[src/rtl/seq_pkg.sv]
// Shared types and helpers for the code sequencer: FSM states, code width
// and the wrap-around arithmetic used on every advance.
package seq_pkg;

  localparam int unsigned CODE_W = 5;

  typedef enum logic [1:0] {
    StIdle,
    StRun,
    StPause
  } state_e;

  // Count up, wrapping from max back to 0.
  function automatic logic [CODE_W-1:0] next_up(input logic [CODE_W-1:0] code,
                                                input logic [CODE_W-1:0] max);
    return (code >= max) ? '0 : code + CODE_W'(1);
  endfunction

  // Count down, wrapping from 0 up to max.
  function automatic logic [CODE_W-1:0] next_down(input logic [CODE_W-1:0] code,
                                                  input logic [CODE_W-1:0] max);
    return (code == '0) ? max : code - CODE_W'(1);
  endfunction

  // Limit a loaded value to the legal code range.
  function automatic logic [CODE_W-1:0] clamp(input logic [CODE_W-1:0] val,
                                              input logic [CODE_W-1:0] max);
    return (val > max) ? max : val;
  endfunction

endpackage

[src/rtl/tick_gen.sv]
// Prescaler: counts 0..DIV-1 while enabled and flags the terminal count.
// The count is held while disabled so a paused sequence resumes mid-period.
module tick_gen #(
  parameter int unsigned DIV = 4
) (
  input  logic clk,
  input  logic rst,
  input  logic i_clear,
  input  logic i_en,
  output logic o_tick
);

  localparam int unsigned CNT_W = 16;
  localparam logic [CNT_W-1:0] LAST = CNT_W'(DIV - 1);

  logic [CNT_W-1:0] r_count;
  logic             w_last;

  assign w_last = (r_count == LAST);
  assign o_tick = i_en && w_last;

  // Prescaler count: clear wins over enable, otherwise hold.
  always_ff @(posedge clk) begin
    if (rst || i_clear) begin
      r_count <= '0;
    end else if (i_en) begin
      r_count <= w_last ? '0 : r_count + CNT_W'(1);
    end
  end

endmodule

[src/rtl/code_sequencer.sv]
// Source stage for the 5-bit seven-segment decoder: steps a code through
// 0..MAX_CODE on a programmable timebase with run/pause/step/load control.
module code_sequencer
  import seq_pkg::*;
#(
  parameter int unsigned DIV      = 4,
  parameter int unsigned MAX_CODE = 31
) (
  input  logic              clk,
  input  logic              rst,
  input  logic              start,
  input  logic              stop,
  input  logic              step,
  input  logic              dir,
  input  logic              load,
  input  logic [CODE_W-1:0] load_val,
  output logic              b5,
  output logic              b4,
  output logic              b3,
  output logic              b2,
  output logic              b1,
  output logic              code_upd,
  output logic              running
);

  localparam logic [CODE_W-1:0] MAX_C = CODE_W'(MAX_CODE);

  state_e            r_state;
  logic [CODE_W-1:0] r_code;
  logic              r_upd;
  logic              r_running;

  logic              w_en;
  logic              w_clear;
  logic              w_tick;
  logic              w_adv;
  logic [CODE_W-1:0] w_next_code;

  // Prescaler only runs in RUN on cycles not pre-empted by load or stop.
  assign w_en    = (r_state == StRun) && !load && !stop;
  // Restart the period on load, on entry to RUN from IDLE, and on going idle.
  assign w_clear = load
                || (start && !stop && (r_state == StIdle))
                || (stop && (r_state == StPause));

  tick_gen #(
    .DIV (DIV)
  ) u_tick_gen (
    .clk     (clk),
    .rst     (rst),
    .i_clear (w_clear),
    .i_en    (w_en),
    .o_tick  (w_tick)
  );

  // Step is only meaningful outside RUN; tick is already RUN-qualified.
  assign w_adv       = (step && (r_state != StRun)) || w_tick;
  assign w_next_code = dir ? next_down(r_code, MAX_C) : next_up(r_code, MAX_C);

  // Control FSM with the code register and registered status outputs.
  always_ff @(posedge clk) begin
    if (rst) begin
      r_state   <= StIdle;
      r_code    <= '0;
      r_upd     <= 1'b0;
      r_running <= 1'b0;
    end else begin
      r_upd <= 1'b0;
      if (load) begin
        r_code <= clamp(load_val, MAX_C);
        r_upd  <= 1'b1;
      end else if (stop) begin
        case (r_state)
          StRun:   r_state <= StPause;
          StPause: r_state <= StIdle;
          default: r_state <= StIdle;
        endcase
        r_running <= 1'b0;
      end else if (start && (r_state != StRun)) begin
        r_state   <= StRun;
        r_running <= 1'b1;
      end else if (w_adv) begin
        r_code <= w_next_code;
        r_upd  <= 1'b1;
      end
    end
  end

  assign b5       = r_code[0];
  assign b4       = r_code[1];
  assign b3       = r_code[2];
  assign b2       = r_code[3];
  assign b1       = r_code[4];
  assign code_upd = r_upd;
  assign running  = r_running;

endmodule
[config.mk]
export PLATFORM = sky130hd
export DESIGN_NAME = code_sequencer
export DESIGN_NICKNAME = d
export VERILOG_FILES = /design/src/rtl/seq_pkg.sv /design/src/rtl/tick_gen.sv /design/src/rtl/code_sequencer.sv
export SDC_FILE = /design/constraint.sdc
export NUM_CORES = 1
export LEC_CHECK = 0
export CAP_MARGIN = 20
export CORE_MARGIN = 5
export CORE_UTILIZATION = 53
export DETAILED_ROUTE_END_ITERATION = 8
export MAX_ROUTING_LAYER = met4
export PLACE_DENSITY = 0.87
export SYNTH_ARGS = -nofsm -noshare
export SYNTH_HDL_FRONTEND = slang
export SYNTH_SLANG_ARGS = --single-unit
[constraint.sdc]
create_clock -name clk -period 2.55 [get_ports clk]
set_input_delay 0.51 -clock clk [delete_from_list [all_inputs] [get_ports clk]]
set_output_delay 0.51 -clock clk [all_outputs]
set_load 0.05 [all_outputs]
# --- Word-level counts from Yosys, hierarchy flattened ---
# Index checks and enable logic that the tools add are counted.
totals:
  reg_bits: 25
  input_bits: 12
  output_inout_bits: 7
op_classes:
  muxes: 18
  order_cmp: 2
  bitwise: 1
  n_reduce_logical: 20
  n_eq_ne: 6
  addsub: 3
ops:
  columns: ["operator", "n"]
  rows:
  - ["$mux W5", 8]
  - ["$add A16 B1 Y16 const B", 1]
  - ["$eq A16 B2 Y1 const B", 1]
  - ["$mux W16", 1]
  - ["$logic_and A1 B1 Y1", 8]
  - ["$mux W1", 6]
  - ["$mux W2", 3]
  - ["$add A5 B1 Y5 const B", 1]
  - ["$ge A5 B5 Y1 const B", 1]
  - ["$gt A5 B5 Y1 const B", 1]
  - ["$logic_not A5 Y1", 1]
  - ["$sub A5 B1 Y5 const B", 1]
  - ["$logic_or A1 B1 Y1", 4]
  - ["$ne A2 B1 Y1 const B", 2]
  - ["$reduce_bool A2 Y1", 2]
  - ["$reduce_and A3 Y1", 1]
  - ["$eq A2 B1 Y1 const B", 1]
  - ["$eq A2 B2 Y1 const B", 1]
  - ["$logic_not A1 Y1", 2]
  - ["$logic_not A2 Y1", 1]
  - ["$ne A2 B2 Y1 const B", 1]
  - ["$reduce_and A2 Y1", 1]
  - ["$not A1 Y1", 1]

# --- Logic depth before layout (Yosys ltp) ---
depth:
  word_depth: 9
  depth_mapped: 7
  mapped_depth_nobuf: 7

# --- Cells and area by module ---
# From an unflattened synthesis, not the netlist that was laid out.
unflattened:
  hier_cells: 166
  hier_area_um2: 1385.1
modules_own_cells:
  columns: ["module", "seq_area_each_um2", "instances", "area_per_inst_um2", "cells_each"]
  rows:
  - ["tick_gen", 320.3, 1, 745.7, 85]
  - ["code_sequencer", 160.2, 1, 639.4, 81]

# --- Worst setup path after synthesis ---
# No wires, ideal clock.
synth_timing:
  path_kind: "register to register"
  startpoint: "register r_state[0]"
  endpoint: "register u_tick_gen.r_count[15]"
  t_arrival_ps: 2310
  stages_incl_launch_ff: 6
  slack_ps: 170
  period_less_slack_ps: 2380
  required_ps: 2480
  setup_time_ps: 70
  cell_sequence: "dfxtp_1 -> or4b_1 -> buf_2 -> or4_4 -> or3_1 -> a21oi_1"
synth_between:
  elab_chain_len: 5
  word_cells_on_any_way: 10
  cone_classes: "2 x eq/ne; 8 x reduce/logical"
synth_lines:
  columns: ["item", "line", "rtl"]
  rows:
  - ["start: declaration", "code_sequencer.sv:28", "state_e r_state;"]
  - ["start signal: assignment", "code_sequencer.sv:63", "r_state <= StIdle;"]
  - ["start signal: assignment", "code_sequencer.sv:74", "StRun: r_state <= StPause;"]
  - ["start signal: assignment", "code_sequencer.sv:75", "StPause: r_state <= StIdle;"]
  - ["$logic_not A2 Y1", "code_sequencer.sv:43", "|| (start && !stop && (r_state == StIdle))"]
  - ["$logic_and A1 B1 Y1", "code_sequencer.sv:43", null]
  - ["$logic_or A1 B1 Y1", "code_sequencer.sv:43", null]
  - ["$logic_or A1 B1 Y1", "code_sequencer.sv:44", "|| (stop && (r_state == StPause));"]
  - ["$logic_or A1 B1 Y1", "tick_gen.sv:24", "if (rst || i_clear) begin"]
  - ["end signal: assignment", "tick_gen.sv:27", "r_count <= w_last ? '0 : r_count + CNT_W'(1);"]
  - ["end: declaration", "tick_gen.sv:16", "logic [CNT_W-1:0] r_count;"]
# Parallel ways exist; a longest one is shown, timed or not.
# A chain may end at the register's enable or synchronous reset.

# --- Worst setup path in the final report ---
layout_timing:
  startpoint: "input load"
  endpoint: "register u_tick_gen.r_count[15]"
layout_between:
  elab_chain_len: 3
  word_cells_on_any_way: 6
  cone_classes: "6 x reduce/logical"
layout_lines:
  columns: ["item", "line", "rtl"]
  rows:
  - ["start: declaration", "code_sequencer.sv:15", "input logic load,"]
  - ["$logic_not A1 Y1 / $logic_or A1 B1 Y1 (equally long branches)", "code_sequencer.sv:40, code_sequencer.sv:43", null]
  - ["$logic_and A1 B1 Y1 / $logic_or A1 B1 Y1 (equally long branches)", "code_sequencer.sv:40, code_sequencer.sv:44", null]
  - ["$logic_and A1 B1 Y1 / $logic_or A1 B1 Y1 (equally long branches)", "code_sequencer.sv:40, tick_gen.sv:24", null]
# Parallel ways exist; a longest one is shown, timed or not.

==> flow_summary.toml <==
[run_status]
status = "finished, final reports clean"

[worst_setup_path]
cp-start-kind = "input pin"
end_kind = "flip-flop"
worstRegToRegCells = 7
crit_arrival_ns = 2.60
reg2reg_setup_slack_ns = 0.44
critPathKind = "input pin to flip-flop"
r2r_start = "r_code[0]$_SDFFE_PP0P_"
cp.required_ns = 2.82
critPathMaxFanout = 6
rr_endpoint = "r_code[2]$_SDFFE_PP0P_"

[logic_synthesis]
syn_area_per_cell_sq_um = 8.08
netlist-cell-type-count = 43
synth_area_leaders = "dfxtp_1, a21oi_1, nor2_1"
ys_seq_elements = 24
synth_nets = 187
yosysWarnings = 0
yosys_most_used_dff = "dfxtp_1"
async_flop_share = 0
ys_seq_area_frac = 0.348
synth_top_area_share = 0.348
synth_edf_count = 0
syn_inst = 171
syn_area_sq_mm = 0.00138
yosysTopAreaCell = "dfxtp_1"

[layout]
final_cell_mix = "dfxtp_1, nor2_1, clkdlybuf4s50_1"
area_delta_synth_final_pct = 22.6
final_layout_size_suffix_gt1_frac = 0.0918
fin_area_sq_mm = 0.00169
postLayoutCoreUtil = 0.683
layout_commonest_cell = "dfxtp_1"
num_antenna_cells = 0
nNetsFinal = 213

[route]
num_vias = 1384
first_pass_iters = 4
drc_errors = 0
ant_nets = 0
dr_wl_met3_um = 144
vias_per_cell = 6.12
routedWlPerCell_um = 14.8
dr_wl_met2_um = 1750
routed_wl_um = 3340
met1Wirelength_um = 1370
highest_layer = "met4"
drt_iter0_markers = 80

[timing]
rsz0062_at_grt = "false"
worst_pin_slew_ns = 0.496
tns_ns = 0
skew_ns = 0.00289
min_period_over_period = 0.916
relSlewSlack = 0.668
finalCriticalPeriod_ns = 2.34
slew_viol_final = 0
finalSetupViolations = 0
setup_ws_ns = 0.214
fmax_mhz = 428
holdWs_ns = 0.494
hold_viol_final = 0

[clock_tree]
insertion_delay_ns = 0.32
postCtsSetupRepairBufs = 0
cts_tree = "yes"
hold_buffers = 0
numCtsBuffers = 3
h-tree-depth = 1
path_clk_slew_ns = 0.13
cts.sinks = 24
cts_resized = 0
clk_path_buf_depth = 2
cts_root_buf = "clkbuf_4"

[power_and_ir_drop]
power.leakage_nw = 0.557
power-per-cell-area_mw_per_mm2 = 491
peakVddDrop_mv = 0.420

[global_routing]
grt_pass1_wl_um = 5860
grt_max_degree = 15
grt_pass1_vias = 1362
gr-total-overflow = 0
grt_antenna_before_repair = 0
grt_use_total = 0.215

[place]
detailed_place_hpwl_um = 2530
gpl.final_weighted_congestion = 0.945
postPlaceCellArea_sq_mm = 0.00164
place_ws_ns = -0.110
io_buffer_count = 18

[die]
io-pin-count = 19
die_w_um = 61.1
die_area_sq_mm = 0.00373
die_y_um = 61.1
core_area_sq_mm = 0.00248
initial_core_util = 0.558
num_rows = 18

[hold_path]
hold_path_end = "u_tick_gen.r_count[1]$_SDFFE_PP0P_"
holdPathStages = 2
hp-class = "flip-flop to flip-flop"
hold_start = "u_tick_gen.r_count[1]$_SDFFE_PP0P_"

[flow_run]
cap_violations = 0
sequential cells by signal (all words and copies together) (netlist names):
| signal | cells |
|---|---|
| r_state | 2 |
| r_code | 5 |
| code_upd | 1 |
| u_tick_gen.r_count | 16 |
Yosys cell counts, types with 4 or more instances:
library cell	instances
or3_1	5
nand2_1	12
dfxtp_1	24
nand4_1	5
inv_1	6
o21ai_0	10
a21oi_1	15
nor2_1	18
ha_1	4
xnor2_1	7
nand3_1	6
stage by stage:
stage,power (W),cells
finish,0.000832,226
global route,0.000871,226
CTS,0.000833,226
detailed placement,0.000561,222
global placement,0.000557,222
floorplan,0.000502,171
worst max-delay path by stage:
stage / startpoint / end / slack, ns / depth (start not counted)
finish: load / u_tick_gen.r_count[15]$_SDFFE_PP0P_ / 0.21 / 5
floorplan: r_state[0]$_SDFFE_PP0P_ / u_tick_gen.r_count[15]$_SDFFE_PP0P_ / 0.17 / 5
detailed placement: load / u_tick_gen.r_count[15]$_SDFFE_PP0P_ / -0.11 / 5
global route: load / r_code[4]$_SDFFE_PP0P_ / 0.11 / 6
CTS: load / u_tick_gen.r_count[15]$_SDFFE_PP0P_ / 0.21 / 5
global placement: load / u_tick_gen.r_count[15]$_SDFFE_PP0P_ / -0.06 / 5
where the power goes:
group	switching [W]	total (W)	internal, W	leakage [nW]
logic	0.0000846	0.000153	0.0000686	0.334
registers	0.0000168	0.000401	0.000385	0.195
clock network	0.000118	0.000277	0.000159	0.0279
routing by layer:
metal | GRT usage | vias up
met1 | 0.230 | 641
li1 | - | 698
met5 | - | -
met2 | 0.391 | 36
met3 | 0.0231 | 9
met4 | 0.102 | 0
cell type report:
type                    instances  area (sq um)
flip-flops and latches         24           480
multi-input cells             135           852
well taps                      30          37.5
repair buffers                 27           248
inverters                       6          22.5
clock buffers                   3          22.5
clock inverters                 1          30.0
fillers                       212           785
logic make-up after synthesis:
kind of cell               after synthesis  synth area share
and+or+nand+nor                         73             0.291
AOI/OAI and AO/OA                       48             0.226
DFF                                     24             0.348
buffers and inverters                   12            0.0353
xor gates and xnor gates                10            0.0634
adders and majority gates                4            0.0362
worst max-delay path, stage by stage:
cell and delay (ns):
clkdlybuf4s50_1 0.44, or4b_1 0.56, or4_4 0.60, or3_1 0.36
a21oi_1 0.13
Power figures use the tool's default switching activity.
